File: config.mk
export PLATFORM = sky130hd
export DESIGN_NAME = trigger_pulse_shaper
export DESIGN_NICKNAME = d
export VERILOG_FILES = /design/src/rtl/trigger_pulse_pkg.sv /design/src/rtl/trigger_pulse_shaper_timer.sv /design/src/rtl/trigger_pulse_shaper.sv
export SDC_FILE = /design/constraint.sdc
export NUM_CORES = 1
export LEC_CHECK = 0
export CORE_MARGIN = 8
export CORE_UTILIZATION = 55
export CTS_CLUSTER_SIZE = 12
export DETAILED_ROUTE_END_ITERATION = 7
export PLACE_DENSITY = 0.82
export SETUP_SLACK_MARGIN = 0.2
export SYNTH_ARGS = -nofsm -noshare
export SYNTH_HDL_FRONTEND = slang
export SYNTH_SLANG_ARGS = --single-unit
File: constraint.sdc
create_clock -name clk -period 8.3 [get_ports clk]
set_input_delay 1.245 -clock clk [delete_from_list [all_inputs] [get_ports clk]]
set_output_delay 1.245 -clock clk [all_outputs]
set_load 0.02 [all_outputs]
File: src/rtl/trigger_pulse_pkg.sv
// trigger_pulse_pkg: shared types and constants for the trigger pulse shaper.
//   pulse_state_t   - shaper FSM states
//   *_DEF           - default parameter values
//   DROP_SAT        - all-ones saturation value; sliced to DROP_BITS by users
package trigger_pulse_pkg;

    typedef enum logic [1:0] {
        IDLE    = 2'd0,
        HIGH    = 2'd1,
        LOW     = 2'd2,
        HOLDOFF = 2'd3
    } pulse_state_t;

    localparam int TIME_BITS_DEF  = 32;
    localparam int COUNT_BITS_DEF = 8;
    localparam int DROP_BITS_DEF  = 16;

    // Wide enough for any DROP_BITS up to 64; users take the low DROP_BITS.
    localparam logic [63:0] DROP_SAT = '1;

endpackage

File: src/rtl/trigger_pulse_shaper_timer.sv
// pulse_timer: loadable down-counter shared by the HIGH, LOW and HOLDOFF phases.
//   clk, rst    - clock, async active-high reset
//   load        - load value with load_value this cycle
//   load_value  - cycles-1 of the phase being entered
//   value       - current count
//   expire      - value has reached zero (last cycle of the phase)
module pulse_timer
    import trigger_pulse_pkg::*;
#(
    parameter int TIME_BITS = TIME_BITS_DEF
) (
    input  logic                 clk,
    input  logic                 rst,
    input  logic                 load,
    input  logic [TIME_BITS-1:0] load_value,
    output logic [TIME_BITS-1:0] value,
    output logic                 expire
);

    localparam logic [TIME_BITS-1:0] T_ONE = TIME_BITS'(1);

    always_ff @(posedge clk or posedge rst) begin
        if (rst) begin
            value <= '0;
        end else if (load) begin
            value <= load_value;
        end else if (value != '0) begin
            value <= value - T_ONE;
        end
    end

    assign expire = (value == '0);

endmodule

File: src/rtl/trigger_pulse_shaper.sv
// trigger_pulse_shaper: turns a single-cycle delayed trigger into a burst of
// cfg_count pulses (width/gap in cycles) followed by a re-arm holdoff.
//   clk, rst        - clock, async active-high reset
//   trig_in         - single-cycle trigger
//   arm_en          - gate for accepting new triggers
//   cfg_width/gap   - pulse high/low time in cycles (0 behaves as 1)
//   cfg_count       - pulses per burst (0 ignores triggers)
//   cfg_holdoff     - idle cycles after the last pulse before re-arm
//   clr_dropped     - clear the dropped-trigger counter
//   pulse_out       - registered shaped output
//   busy            - FSM not idle
//   burst_done      - one cycle on return to IDLE after a burst
//   dropped_count   - saturating count of triggers seen while busy
module trigger_pulse_shaper
    import trigger_pulse_pkg::*;
#(
    parameter int TIME_BITS  = TIME_BITS_DEF,
    parameter int COUNT_BITS = COUNT_BITS_DEF,
    parameter int DROP_BITS  = DROP_BITS_DEF
) (
    input  logic                  clk,
    input  logic                  rst,
    input  logic                  trig_in,
    input  logic                  arm_en,
    input  logic [TIME_BITS-1:0]  cfg_width,
    input  logic [TIME_BITS-1:0]  cfg_gap,
    input  logic [COUNT_BITS-1:0] cfg_count,
    input  logic [TIME_BITS-1:0]  cfg_holdoff,
    input  logic                  clr_dropped,
    output logic                  pulse_out,
    output logic                  busy,
    output logic                  burst_done,
    output logic [DROP_BITS-1:0]  dropped_count
);

    localparam logic [TIME_BITS-1:0]  T_ONE    = TIME_BITS'(1);
    localparam logic [COUNT_BITS-1:0] C_ONE    = COUNT_BITS'(1);
    localparam logic [DROP_BITS-1:0]  D_ONE    = DROP_BITS'(1);
    localparam logic [DROP_BITS-1:0]  DROP_MAX = DROP_SAT[DROP_BITS-1:0];

    pulse_state_t state, next_state;

    // Snapshots of the running burst; width/gap held as cycles-1 so a
    // zero config naturally maps to a one-cycle phase.
    logic [TIME_BITS-1:0]  width_m1;
    logic [TIME_BITS-1:0]  gap_m1;
    logic [TIME_BITS-1:0]  holdoff;
    logic [COUNT_BITS-1:0] remaining;

    logic                  accept;
    logic [TIME_BITS-1:0]  cfg_width_m1;
    logic [TIME_BITS-1:0]  cfg_gap_m1;
    logic                  tmr_load;
    logic [TIME_BITS-1:0]  tmr_value;
    logic [TIME_BITS-1:0]  tmr_count;
    logic                  tmr_expire;

    assign accept       = (state == IDLE) && trig_in && arm_en && (cfg_count != '0);
    assign cfg_width_m1 = (cfg_width == '0) ? '0 : cfg_width - T_ONE;
    assign cfg_gap_m1   = (cfg_gap == '0) ? '0 : cfg_gap - T_ONE;

    pulse_timer #(.TIME_BITS(TIME_BITS)) u_timer (
        .clk        (clk),
        .rst        (rst),
        .load       (tmr_load),
        .load_value (tmr_value),
        .value      (tmr_count),
        .expire     (tmr_expire)
    );

    always_comb begin
        next_state = state;
        tmr_load   = 1'b0;
        tmr_value  = '0;
        case (state)
            IDLE: begin
                if (accept) begin
                    next_state = HIGH;
                    tmr_load   = 1'b1;
                    tmr_value  = cfg_width_m1;
                end
            end
            HIGH: begin
                if (tmr_expire) begin
                    if (remaining > C_ONE) begin
                        next_state = LOW;
                        tmr_load   = 1'b1;
                        tmr_value  = gap_m1;
                    end else if (holdoff != '0) begin
                        next_state = HOLDOFF;
                        tmr_load   = 1'b1;
                        tmr_value  = holdoff - T_ONE;
                    end else begin
                        next_state = IDLE;
                    end
                end
            end
            LOW: begin
                if (tmr_expire) begin
                    next_state = HIGH;
                    tmr_load   = 1'b1;
                    tmr_value  = width_m1;
                end
            end
            HOLDOFF: begin
                if (tmr_expire) begin
                    next_state = IDLE;
                end
            end
            default: next_state = IDLE;
        endcase
    end

    always_ff @(posedge clk or posedge rst) begin
        if (rst) begin
            state      <= IDLE;
            pulse_out  <= 1'b0;
            burst_done <= 1'b0;
        end else begin
            state      <= next_state;
            // Registered copy of "state is HIGH" so the pin sees a flop.
            pulse_out  <= (next_state == HIGH);
            burst_done <= (state != IDLE) && (next_state == IDLE);
        end
    end

    always_ff @(posedge clk or posedge rst) begin
        if (rst) begin
            width_m1  <= '0;
            gap_m1    <= '0;
            holdoff   <= '0;
            remaining <= '0;
        end else if (accept) begin
            width_m1  <= cfg_width_m1;
            gap_m1    <= cfg_gap_m1;
            holdoff   <= cfg_holdoff;
            remaining <= cfg_count;
        end else if (state == LOW && tmr_expire) begin
            remaining <= remaining - C_ONE;
        end
    end

    always_ff @(posedge clk or posedge rst) begin
        if (rst) begin
            dropped_count <= '0;
        end else if (clr_dropped) begin
            dropped_count <= '0;
        end else if (trig_in && state != IDLE && dropped_count != DROP_MAX) begin
            dropped_count <= dropped_count + D_ONE;
        end
    end

    assign busy = (state != IDLE);

endmodule

# Yosys cells after proc, flatten, opt, wreduce, memory -nomap -nowiden
# Cells that the tools add are included.
# classes
reduce_logical	19
addsub	6
order_cmp	1
n_eq_ne	5
muxes	27
# ops
operator	count
$mux W32	9
$sub A32 B1 Y32 const B	4
$logic_not A32 Y1	3
$pmux W32 S3	1
$reduce_bool A32 Y1	2
$mux W16	2
$add A16 B1 Y16 const B	1
$mux W8	2
$ne A16 B16 Y1 const B	1
$mux W2	6
$gt A8 B1 Y1 const B	1
$pmux W2 S4	1
$reduce_bool A2 Y1	4
$reduce_bool A8 Y1	1
$sub A8 B1 Y8 const B	1
$logic_and A1 B1 Y1	7
$mux W1	5
$eq A2 B1 Y1 const B	2
$eq A2 B2 Y1 const B	2
$logic_not A2 Y1	2
$pmux W1 S3	1
# word_totals
ff_bits	156
output_inout_bits	19
elab_cells	67
in_bits	109

# Longest topological paths before layout
# depth
depth_word	8
depth_mapped	12
mapped_depth_nobuf	9

# Cells and area by module
# From an unflattened synthesis, not the netlist that was laid out.
# hier_totals
hier_cells	1100
area_unflattened_um2	9547.9
# by_module_without_submodules
module	n_inst	cells_each	seq_area_each_um2	area_per_inst_um2
trigger_pulse_shaper	1	904	3103.0	7711.1
pulse_timer	1	196	800.8	1836.8

# Worst setup path before layout
# Ideal clock, no wire load.
# synth_timing
path_kind	input to register
start	in cfg_gap[11]
end	reg gap_m1[3]
t_arrival_ps	3558
path_slack_ps	4613
cell_stages	8
setup_ps	129
path_buffers	2
required_ps	8171
cell_sequence	or4_1 or3_1 or2_2 or2_2 clkbuf_1 nor2_1 buf_2 o21ai_0
# synth_between
elab_chain_cells	2
# synth_lines
element	line_no	rtl
from (decl)	trigger_pulse_shaper.sv:26	input logic [TIME_BITS-1:0] cfg_gap,
$logic_not A32 Y1	trigger_pulse_shaper.sv:60	assign cfg_gap_m1 = (cfg_gap == '0) ? '0 : cfg_gap - T_ONE;
$mux W32	trigger_pulse_shaper.sv:60	
to (signal assigned)	trigger_pulse_shaper.sv:135	gap_m1 <= cfg_gap_m1;
to (decl)	trigger_pulse_shaper.sv:46	logic [TIME_BITS-1:0] gap_m1;
# Every way passes these cells.
# A chain may end at the register's enable or synchronous reset.

# Worst setup path after layout
# layout_timing
start	in cfg_gap[10]
end	reg gap_m1[13]
# layout_between
elab_chain_cells	2
word_cells_on_any_way	3
cone_classes	add/sub (1); mux (1); reduce/logical (1)
# layout_lines
element	line_no
$sub A32 B1 Y32 / $logic_not A32 Y1 (equally long branches)	trigger_pulse_shaper.sv:60
$mux W32 (*)	trigger_pulse_shaper.sv:60
# Mark *: on every way between the ends. The rest lies on a longest branch, timed or not.

==> impl.org <==
** Global route
- In the global route stage, met1 resource usage came out at 34.3%.
- Peak-usage layer in the global routing report :: met2
- The number of global-route vias before repair is 8100.
- Wire length of the first global-routing pass :: 42.2 mm
- Antenna violations before repair :: 1
- In the global route stage, met3 resource usage came out at 6.16%.
- Pin count of the biggest net entering global routing :: 101
- All-Layer GR Usage :: 24.5%
- Gr ovfl total :: 0
- Global-route track usage on met2 :: 36.7%

** Drt
- In the routed layout, each cell is associated on average with a via count of 6.01.
- Wire length reported by the detailed router :: 26.0 mm
- Dividing the detail-routed wire length by the instance count gives 18.8 µm.
- DRT antenna net count :: 0
- Residual DRC :: 0
- The first detailed-routing pass ran for 5 iterations.
- The first routing iteration left 845 violations.
- The routed layout has 8313 vias.

** Clock tree
- Number of CTS-inserted buffers :: 17
- The clock passes through at most 2 buffers.
- CTS-repair resized insts :: 0
- Hold repair after CTS inserted 0 buffers.
- Clock latency on the worst-skew pair, taken at its later pin, is 0.43 ns.
- Register clock-pin slew on the reported worst setup and hold paths :: 0.06 ns
- The clock net in this run drives a total of 156 sinks.
- The cell sitting at the root of the clock tree is a clkbuf_16.
- Buffers added to address setup during post-CTS repair amount to 0.
- Htree depth :: 4
- TritonCTS built the clock tree.

** Worst setup path
- STA classifies the critical path endpoint as a register.
- Data on the critical path arrives at its endpoint at 4.69 ns.
- For the worst setup path, the data required time is 8.62 ns.
- In this run the worst path has a maximum fanout of 18.
- Category of the worst setup path launch point :: primary input
- The worst register-to-register path has a setup slack of 3.99 ns.
- Class of the most critical setup path :: in -> reg

** Logic synthesis
- Number of enable flip-flop cells after synthesis :: 0
- Synth warnings :: 0
- Async SR Flop Fraction :: 100%
- Number of distinct library cell variants in the gate-level netlist after synthesis :: 62
- Synthesized netlist net count :: 1167
- Synth Flop Type :: dfrtp_1
- Combined area of all synthesized cells :: 9170 µm²
- Cells after Synth :: 1049
- Post-synthesis area per instance :: 8.74 µm²
- The share of the Yosys chip area taken by registers is 42.6%.
- Synthesis inferred 156 register bits.

** Die
- Starting Density :: 55.7%
- The total area inside the core boundary comes to 16500 µm².
- Area of the die :: 21100 µm²
- Top-level port count :: 128
- Die H :: 145 µm
- Die outline width :: 145 µm
- Row cnt :: 47

** Place
- In this run, placement finished with an instance count of 1355.
- Final weighted congestion in routability-driven placement :: 0.910
- In this run the cell area measured after placement is 10600 µm².
- After legalization and detailed placement, the total HPWL measured 18.4 mm.
- Input/output buffers :: 127

** STA
- Transition time of the tightest slew-check pin :: 1.27 ns
- Post-route clock skew :: 0.00554 ns
- The hold violation count in the final report is 0.
- Setup violations remaining at the end of the flow were counted as 0.
- Of the available clock period, the critical path in the final layout requires 52.6%.
- Headroom to the max-slew limit came out at 15.1%.
- After routing, the total negative slack on setup checks comes to 0 ns.
- The smallest clock period supported by the final layout is computed as 4.37 ns.
- The final-report max-slew violation count was 0.
- Setup repair after global routing left no endpoint under its margin.
- Timing would allow up to 229 MHz.

** Power
- In this run the power density over the cells is 168 nW/µm².
- Summed over all cells, the static leakage comes to 4.68 nW.
- Total power draw :: 0.00189 W
- Across the VDD grid, the largest voltage drop is 0.000148 V.

** Layout
- ANT cells :: 0
- Most common cell after layout, fill and taps aside :: nand2_1
- After routing the design area is 11200 µm².
- In the layout the commonest cells are nand2_1 (185), dfrtp_1 (156), clkdlybuf4s50_1 (127).
- Fraction of final layout cells with drive strength greater than 1 :: 4.30%
- From synthesis to final layout, the design area changed by 22.3%.
- The finished layout holds 1384 standard cells, fillers aside.
- The net count of the finished layout is 1272.

** Run
- Max-cap viol count :: 0

** Run status
- The flow ran to the end, and the final reports show no timing, DRC or antenna violations.

** Min path
- Type of the worst min-delay path :: reg -> reg
[metrics by stage]
stage,util (%),setup WS (ns),hold slack [ns]
3_3_place_gp,64.3,3.60,0.459
4_1_cts,68.1,3.95,0.478
2_1_floorplan,-,2.85,0.448
5_1_grt,68.1,3.71,0.495
3_5_place_dp,64.3,3.53,0.465
6_report,68.1,3.93,0.476
[registers in the layout, indices dropped and copies added, names as in the netlist]
register       cells
burst_done         1
dropped_count     16
pulse_out          1
width_m1          32
holdoff           32
remaining          8
state              2
u_timer.value     32
gap_m1            32
[layout make-up]
| cell class | count | area, µm² |
|---|---|---|
| timing repair buffer | 133 | 1320 |
| fill | 1321 | 5260 |
| clock buffer | 21 | 450 |
| tap | 220 | 275 |
| sequential | 156 | 3900 |
| multi-input combinational | 832 | 5040 |
| inverter | 14 | 57.6 |
| clock inverter | 8 | 168 |
[Yosys cell counts, types with 10 or more instances]
| cell | number | area (µm²) |
|---|---|---|
| a21oi_1 | 41 | 205 |
| dfrtp_1 | 156 | 3900 |
| nor4_1 | 44 | 275 |
| nor3_1 | 43 | 215 |
| or3_1 | 20 | 125 |
| nand2_1 | 185 | 694 |
| clkbuf_1 | 37 | 139 |
| xor2_1 | 55 | 482 |
| a21o_1 | 30 | 225 |
| o21ai_0 | 49 | 245 |
| inv_1 | 14 | 52.6 |
| nor2_1 | 89 | 334 |
| o31ai_1 | 19 | 143 |
| or4_1 | 13 | 97.6 |
| xnor2_1 | 61 | 534 |
| a22oi_1 | 16 | 120 |
| a221oi_1 | 10 | 87.6 |
| nand3_1 | 25 | 125 |
[metal layers]
| layer | share of wire [%] | routed length [µm] | up-vias |
|---|---|---|---|
| li1 | - | - | 3953 |
| met1 | 46 | 11900 | 3927 |
| met2 | 44 | 11500 | 393 |
| met3 | 8.8 | 2300 | 38 |
| met4 | 1.5 | 386 | 2 |
| met5 | 0.050 | 13 | - |
[worst max-delay path, stage by stage]
cell and delay [ns]:
clkdlybuf4s50_1 0.45, or4_1 0.59, or3_1 0.35, or2_2 0.37, or2_2 0.38, nor2_1 0.97
a211oi_1 0.12, a21o_1 0.21
[report_power, final]
| part | internal, W | switching (W) | total [W] |
|---|---|---|---|
| registers | 0.000800 | 0.0000375 | 0.000837 |
| logic | 0.000110 | 0.000106 | 0.000216 |
| clock network | 0.000535 | 0.000300 | 0.000835 |
| total | 0.00145 | 0.000443 | 0.00189 |
[logic make-up after synthesis]
family          count (synthesis)  synth area share (%)
simple gates                  479                  25.3
buf+inv                        61                  2.68
flops                         156                  42.6
compound gates                221                  16.4
xor+xnor                      116                  11.1
fa+ha+maj                       9                  1.23
mux                             7                 0.764
[worst paths after layout]
check | start | end | cells after the start
worst min register to register | width_m1[18]$_DFFE_PP0P_ | width_m1[18]$_DFFE_PP0P_ | 1
worst max-delay path | cfg_gap[10] | gap_m1[13]$_DFFE_PP0P_ | 8
min in group asynchronous | rst | holdoff[23]$_DFFE_PP0P_ | 2
worst max register to register | u_timer.value[0]$_DFFE_PP0P_ | u_timer.value[24]$_DFFE_PP0P_ | 9
worst min-delay path | width_m1[18]$_DFFE_PP0P_ | width_m1[18]$_DFFE_PP0P_ | 1
max in group asynchronous | rst | width_m1[6]$_DFFE_PP0P_ | 3
Power figures use the tool's default switching activity.
